`src/rtl/boost_pkg.sv`:
```
// -----------------------------------------------------------------------------
// boost_pkg
// Shared definitions for the boost converter front end. Holds the XADC reader
// FSM encoding, default XADC channel numbers, the ADC field slices and a
// saturating counter helper.
// No ports (package).
// -----------------------------------------------------------------------------
package boost_pkg;

  // Reader FSM encoding
  typedef enum logic [1:0] {
    IDLE = 2'd0,
    REQ  = 2'd1,
    WAIT = 2'd2
  } reader_state_e;

  // Default XADC channel assignment on the board
  localparam logic [4:0] DEF_IL_CHANNEL   = 5'd19;
  localparam logic [4:0] DEF_VIN_CHANNEL  = 5'd20;
  localparam logic [4:0] DEF_VOUT_CHANNEL = 5'd21;

  // Result slices within the 16-bit DRP word (conversion is MSB-aligned)
  localparam int IL_MSB = 15;
  localparam int IL_LSB = 6;
  localparam int V_MSB  = 15;
  localparam int V_LSB  = 4;

  // Channel slot indices used for the stale/seen bookkeeping
  localparam int NUM_CH  = 3;
  localparam int CH_IL   = 0;
  localparam int CH_VIN  = 1;
  localparam int CH_VOUT = 2;

  // Increment that sticks at all-ones
  function automatic logic [7:0] sat_inc8(input logic [7:0] v);
    return (v == 8'hFF) ? v : v + 8'd1;
  endfunction

endpackage

```
`src/rtl/xadc_channel_reader.sv`:
```
// -----------------------------------------------------------------------------
// xadc_channel_reader
// Services XADC end-of-conversion strobes, reads each result over DRP and
// routes the inductor-current / input-voltage / output-voltage channels into
// held registers. xadc_valid qualifies the three values as all seen and fresh.
//
// Ports:
//   clk, reset            - system clock, synchronous active-high reset
//   eoc_i, channel_i      - XADC end-of-conversion pulse and its channel
//   daddr_o, den_o        - DRP read address and one-cycle enable
//   dwe_o, di_o           - DRP write controls, held at 0 (read only)
//   do_i, drdy_i          - DRP read data and data-ready
//   il_adc, vin_adc,
//   vout_adc              - held converted values
//   xadc_valid            - all three channels captured and none stale
//   timeout_count         - saturating count of DRP reads that never returned
//   overrun_count         - saturating count of EOCs lost from the pending slot
// -----------------------------------------------------------------------------
module xadc_channel_reader
  import boost_pkg::*;
#(
  parameter logic [4:0] IL_CHANNEL   = DEF_IL_CHANNEL,
  parameter logic [4:0] VIN_CHANNEL  = DEF_VIN_CHANNEL,
  parameter logic [4:0] VOUT_CHANNEL = DEF_VOUT_CHANNEL,
  parameter int         DRP_TIMEOUT  = 64,
  parameter int         STALE_LIMIT  = 100000
) (
  input  logic        clk,
  input  logic        reset,
  input  logic        eoc_i,
  input  logic [4:0]  channel_i,
  output logic [6:0]  daddr_o,
  output logic        den_o,
  output logic        dwe_o,
  output logic [15:0] di_o,
  input  logic [15:0] do_i,
  input  logic        drdy_i,
  output logic [9:0]  il_adc,
  output logic [11:0] vin_adc,
  output logic [11:0] vout_adc,
  output logic        xadc_valid,
  output logic [7:0]  timeout_count,
  output logic [7:0]  overrun_count
);

  localparam int WCW = (DRP_TIMEOUT > 1) ? $clog2(DRP_TIMEOUT) : 1;
  localparam logic [WCW-1:0] WAIT_LAST = WCW'(DRP_TIMEOUT - 1);
  localparam logic [16:0]    STALE_MAX = 17'(STALE_LIMIT);

  // Slot order matches CH_IL / CH_VIN / CH_VOUT
  localparam logic [NUM_CH-1:0][4:0] CH_MAP = {VOUT_CHANNEL, VIN_CHANNEL, IL_CHANNEL};

  reader_state_e   state_q;
  logic [4:0]      cur_ch_q;
  logic [4:0]      pend_ch_q;
  logic            pend_valid_q;
  logic [WCW-1:0]  wait_cnt_q;
  logic            den_q;
  logic [6:0]      daddr_q;
  logic [9:0]      il_q;
  logic [11:0]     vin_q;
  logic [11:0]     vout_q;
  logic            valid_q;
  logic [7:0]      timeout_q;
  logic [7:0]      overrun_q;

  logic              rd_done;
  logic [NUM_CH-1:0] cap;
  logic [NUM_CH-1:0] seen;
  logic [NUM_CH-1:0] fresh;

  // The low nibble of the DRP word is below the used resolution
  logic do_low_unused;
  assign do_low_unused = ^do_i[3:0];

  // drdy_i only counts while a read is outstanding
  assign rd_done = (state_q == WAIT) && drdy_i;

  // Per-channel capture strobe, stale counter and first-capture flag
  generate
    for (genvar gi = 0; gi < NUM_CH; gi++) begin : g_ch
      logic [16:0] stale_q;
      logic [16:0] stale_d;
      logic        seen_q;

      assign cap[gi] = rd_done && (cur_ch_q == CH_MAP[gi]);

      always_comb begin
        stale_d = stale_q;
        if (cap[gi]) begin
          stale_d = '0;
        end else if (stale_q != STALE_MAX) begin
          stale_d = stale_q + 17'd1;
        end
      end

      always_ff @(posedge clk) begin
        if (reset) begin
          stale_q <= '0;
          seen_q  <= 1'b0;
        end else begin
          stale_q <= stale_d;
          if (cap[gi]) begin
            seen_q <= 1'b1;
          end
        end
      end

      assign seen[gi]  = seen_q;
      assign fresh[gi] = (stale_q < STALE_MAX);
    end
  endgenerate

  always_ff @(posedge clk) begin
    if (reset) begin
      state_q      <= IDLE;
      cur_ch_q     <= '0;
      pend_ch_q    <= '0;
      pend_valid_q <= 1'b0;
      wait_cnt_q   <= '0;
      den_q        <= 1'b0;
      daddr_q      <= '0;
      il_q         <= '0;
      vin_q        <= '0;
      vout_q       <= '0;
      valid_q      <= 1'b0;
      timeout_q    <= '0;
      overrun_q    <= '0;
    end else begin
      den_q   <= 1'b0;
      valid_q <= (&seen) && (&fresh);

      // An EOC that cannot be serviced now parks in a one-deep slot; a second
      // one replaces it so the newest conversion is the one read.
      if (eoc_i && (state_q != IDLE)) begin
        pend_ch_q    <= channel_i;
        pend_valid_q <= 1'b1;
        if (pend_valid_q) begin
          overrun_q <= sat_inc8(overrun_q);
        end
      end

      case (state_q)
        IDLE: begin
          if (eoc_i) begin
            cur_ch_q <= channel_i;
            daddr_q  <= {2'b00, channel_i};
            den_q    <= 1'b1;
            state_q  <= REQ;
          end else if (pend_valid_q) begin
            cur_ch_q     <= pend_ch_q;
            daddr_q      <= {2'b00, pend_ch_q};
            pend_valid_q <= 1'b0;
            den_q        <= 1'b1;
            state_q      <= REQ;
          end
        end
        REQ: begin
          wait_cnt_q <= '0;
          state_q    <= WAIT;
        end
        WAIT: begin
          // Data takes priority over a timeout landing on the same cycle
          if (drdy_i) begin
            if (cap[CH_IL])   il_q   <= do_i[IL_MSB:IL_LSB];
            if (cap[CH_VIN])  vin_q  <= do_i[V_MSB:V_LSB];
            if (cap[CH_VOUT]) vout_q <= do_i[V_MSB:V_LSB];
            state_q <= IDLE;
          end else if (wait_cnt_q == WAIT_LAST) begin
            timeout_q <= sat_inc8(timeout_q);
            state_q   <= IDLE;
          end else begin
            wait_cnt_q <= wait_cnt_q + 1'b1;
          end
        end
        default: state_q <= IDLE;
      endcase
    end
  end

  assign daddr_o       = daddr_q;
  assign den_o         = den_q;
  assign dwe_o         = 1'b0;
  assign di_o          = '0;
  assign il_adc        = il_q;
  assign vin_adc       = vin_q;
  assign vout_adc      = vout_q;
  assign xadc_valid    = valid_q;
  assign timeout_count = timeout_q;
  assign overrun_count = overrun_q;

endmodule

```
`config.mk`:
```
export PLATFORM = sky130hd
export DESIGN_NAME = xadc_channel_reader
export DESIGN_NICKNAME = d
export VERILOG_FILES = /design/src/rtl/boost_pkg.sv /design/src/rtl/xadc_channel_reader.sv
export SDC_FILE = /design/constraint.sdc
export NUM_CORES = 1
export LEC_CHECK = 0
export ABC_CLOCK_PERIOD_IN_PS = 2300
export CORE_ASPECT_RATIO = 1.5
export CORE_MARGIN = 1
export CORE_UTILIZATION = 53
export DETAILED_ROUTE_END_ITERATION = 10
export HOLD_SLACK_MARGIN = 0.03
export MAX_ROUTING_LAYER = met4
export PLACE_DENSITY = 0.85
export REMOVE_ABC_BUFFERS = 1
export SLEW_MARGIN = 40
export SYNTH_ARGS = -nofsm -noshare
export SYNTH_HDL_FRONTEND = slang
export SYNTH_SLANG_ARGS = --single-unit
```
`constraint.sdc`:
```
create_clock -name clk -period 2.3 [get_ports clk]
set_input_delay 0.46 -clock clk [delete_from_list [all_inputs] [get_ports clk]]
set_output_delay 0.46 -clock clk [all_outputs]
set_load 0.01 [all_outputs]
```
==> metrics.log <==
INFO  metric run_status = completed
INFO  metric clock_latency = 0.41 ns
INFO  metric p_int = 0.00415 W
INFO  metric switching_power_of_the_nets = 0.00119 W
INFO  metric routed_wl = 13600 µm
INFO  metric vdd_drop_max = 0.610 mV
INFO  metric synth-simple-area-share = 25.1%
INFO  metric postSynthRegisterBits = 125
INFO  metric area_growth_syn_to_layout = 28.0%
INFO  metric critPathRequiredTime = 1.84 ns
INFO  metric cts.repair_timing.setup_buffer_count = 0
INFO  metric core_area = 10200 µm²
INFO  metric critPathTopFamily = buffers and inverters
INFO  metric power-per-cell-area = 739 nW/µm²
INFO  metric i_o_pin_count = 101
INFO  metric postSynth.topFlopCell = dfxtp_1
INFO  metric nNetsFinal = 745
INFO  metric pwr-share-seq = 42.1%
INFO  metric area_of_all_placed_cells_without_fillers = 7210 µm²
INFO  metric worstPathCellList = clkdlybuf4s50_1
INFO  metric post_layout_nonfiller_instances = 865
INFO  metric synth_compound_gate_area_share = 9.79%
INFO  metric dp.cells = 833
INFO  metric initial_utilization = 55.0%
INFO  metric post_drt_via_cell_ratio = 5.78
INFO  metric cp-end-kind = output port
INFO  metric ys_async_sr_fraction = 0%
INFO  metric cp.arrival = 1.50 ns
INFO  metric detail_route.wl_per_cell = 15.7 µm
INFO  metric fp.dieArea = 11100 µm²
INFO  metric path_max_fanout = 9
INFO  metric synthesis.area_per_instance = 9.09 µm²
INFO  metric synth-adder-area-share = 2.00%
INFO  metric synth.yosys.seq_area_share = 44.4%
INFO  metric first_global_vias = 4865
INFO  metric synth-xor-area-share = 6.22%
INFO  metric report.final.slew_viol_count = 0
INFO  metric dieHeight = 128 µm
INFO  metric p_sw_share = 22.2%
INFO  metric achievable-frequency = 0.510 GHz
INFO  metric yosysWarnings = 0
INFO  metric placementRows = 45
INFO  metric htree_num_levels = 4
INFO  metric cpMaxStageDelayCell = clkdlybuf4s50_1
INFO  metric largest_family_of_logic_cells_by_synthesized_area = simple AND/OR/NAND/NOR gates
INFO  metric worst_slew_margin_relative_to_its_limit = 55.1%
INFO  metric die-width = 86.2 µm
INFO  metric finalSetupTns = 0 ns
INFO  metric postRouteAntennaNets = 0
INFO  metric detail_placement_hpwl = 9360 µm
INFO  metric grt_antenna_before_repair = 0
INFO  metric global_route.overflow_total = 0
INFO  metric ys_types = 53
INFO  metric postPlaceCellArea = 6590 µm²
INFO  metric remaining_drc_errors = 0
INFO  metric number_of_buffer_and_inverter_instances_along_the_worst_setup_path = 1
INFO  metric root_buffer = clkbuf_16
INFO  metric first_pass_grt_wire_length = 22200 µm
INFO  metric worst_path_largest_cell_delay = 0.61 ns
INFO  metric mappedNetlistArea = 5640 µm²
INFO  metric final_min_period_over_clock_period = 85.3%
INFO  metric worstMarginPinSlew = 0.671 ns
INFO  metric firstDrtPassIters = 5
INFO  metric finalCoreUtilization = 70.4%
INFO  metric timing.clock.skew = 0.00812 ns
INFO  metric hold_viol_final = 0
INFO  metric cts_inserted_buffers = 17
INFO  metric path_class = flip-flop to output port
INFO  metric grt.total_usage = 26.5%
INFO  metric gp_routability_congestion = 0.895
INFO  metric power_frac_clock = 52.5%
INFO  metric hp-class = flip-flop to flip-flop
INFO  metric vias = 5000
INFO  metric setup_viol_count_final = 0
INFO  metric clk_pin_slew = 0.05 ns
INFO  metric cts_hold_buf = 0
INFO  metric detail_route.iter0.violations = 238
INFO  metric synth_cells = 620
INFO  metric timing.critical_path.from_type = flip-flop
INFO  metric cap_violations = 0
INFO  metric largest_net_degree_at_the_start_of_global_routing = 33
INFO  metric buffer_ports.inserted = 77
INFO  metric drive_gt1_share = 8.98%
INFO  metric setup_repair_after_global_routing_missed_its_margin = no
INFO  metric worstReg2RegStart = state_q[0]
INFO  metric pwr-share-comb = 5.4%
INFO  metric antenna_cells_inserted = 0
INFO  metric cts_tree = done
INFO  metric cts-resized-gates = 0
INFO  metric worst_hold_startpoint = g_ch[2].seen_q
INFO  metric clock_tree.buffer_depth = 2
INFO  metric synth_mux_area_share = 6.75%
INFO  metric p_leak = 2.72 nW
INFO  metric fin_crit = 1.96 ns
INFO  metric clock_sinks = 125
INFO  metric synth-edff-count = 0
INFO  metric cp-startpoint = timeout_count[2]
layout make-up:
cell class / instances / area, µm²
Clock buffer: 18 / 429
Clock inverter: 14 / 193
Fill cell: 734 / 3030
Inverter: 15 / 56.3
Multi-Input combinational cell: 452 / 2880
Sequential cell: 125 / 2500
Tap cell: 141 / 176
Timing Repair Buffer: 100 / 976
routing by layer:
metal	vias to the layer above	GRT usage (%)	share of wire, %	routed length [µm]
met3	49	6.70	6.6	893
met1	2341	27.6	38	5200
li1	2383	-	-	-
met2	227	45.0	51	6960
met4	0	14.9	4.1	557
met5	-	-	0	0
power groups by stage:
| stage | clock (W) | sequential, W | combinational (W) |
|---|---|---|---|
| 3_3_place_gp | 0 | 0.00229 | 0.000274 |
| 5_1_grt | 0.00293 | 0.00225 | 0.000316 |
| 2_1_floorplan | 0 | 0.00229 | 0.000131 |
| 4_1_cts | 0.00282 | 0.00225 | 0.000290 |
| 6_report | 0.00280 | 0.00225 | 0.000290 |
| 3_5_place_dp | 0 | 0.00229 | 0.000285 |
synthesized netlist by cell type, types with 3 or more instances:
cell type / number / share of area, %
nor3_1: 11 / 0.98
inv_1: 14 / 0.93
and3_1: 9 / 1.0
nor4_1: 15 / 1.7
a22o_1: 10 / 1.6
buf_2: 9 / 0.80
a21oi_1: 27 / 2.4
and4_1: 12 / 1.9
nand3b_1: 4 / 0.53
or3_1: 9 / 1.0
or3b_2: 3 / 0.47
dfxtp_1: 125 / 44
nand3_1: 28 / 2.5
nand2_1: 28 / 1.9
nor4bb_1: 3 / 0.53
nor4b_1: 4 / 0.62
ha_1: 9 / 2.0
nand4_1: 27 / 3.0
o21ai_0: 10 / 0.89
o31ai_1: 11 / 1.5
o41ai_1: 3 / 0.47
buf_4: 19 / 2.5
xor2_1: 23 / 3.6
mux2i_1: 38 / 6.7
nor2_1: 89 / 5.9
nand2b_1: 5 / 0.56
clkbuf_1: 16 / 1.1
or4_1: 7 / 0.93
xnor2_1: 17 / 2.6
a211oi_1: 7 / 0.93
sequential cells by signal, indices dropped and copies added, names as in the netlist, 5 cells and up:
signal         count
daddr_o            5
g_ch.stale_q      51
il_adc            10
overrun_count      8
pend_ch_q          5
timeout_count      8
vin_adc           12
vout_adc          12
wait_cnt_q         6
logic make-up (layout without fill, tap and decap cells):
logic type,Yosys count,count (layout)
other cells,1,19
mux,38,38
compound gates,83,83
simple gates,263,263
xor+xnor,40,40
buf+inv,61,147
flops,125,125
fa+ha+maj,9,9
placed cells by master, fill, tap and decap left out, drive strengths merged, types with 3 or more instances in the layout:
cell,Yosys,routed
a211oi,7,7
a21oi,27,27
a22o,10,10
and3,9,9
and4,12,12
buf,30,24
bufinv,0,4
clkbuf,16,18
clkdlybuf4s50,0,76
clkinv,1,6
clkinvlp,0,3
conb,1,19
dfxtp,125,125
ha,9,9
inv,14,16
mux2i,38,38
nand2,28,28
nand2b,5,5
nand3,28,28
nand3b,5,5
nand4,27,27
nor2,89,89
nor3,12,12
nor4,16,16
nor4b,4,4
nor4bb,3,3
o21ai,11,11
o31ai,11,11
o41ai,3,3
or3,9,9
or3b,3,3
or4,8,8
xnor2,17,17
xor2,23,23
worst paths after layout:
kind | to | slack, ns | depth (start not counted)
max | timeout_count[2] | 0.34 | 1
min | g_ch[2].seen_q | 0.47 | 2
max reg2reg | il_adc[0] | 0.39 | 4
min reg2reg | g_ch[2].seen_q | 0.47 | 2
stage by stage:
stage | power, W | hold WS, ns | worst slack [ns]
2_1_floorplan | 0.00242 | 0.420 | 0.131
3_3_place_gp | 0.00256 | 0.434 | 0.0470
3_5_place_dp | 0.00258 | 0.464 | -0.0170
4_1_cts | 0.00535 | 0.470 | 0.335
5_1_grt | 0.00550 | 0.502 | 0.246
6_report | 0.00533 | 0.466 | 0.339
Power figures use the tool's default switching activity.
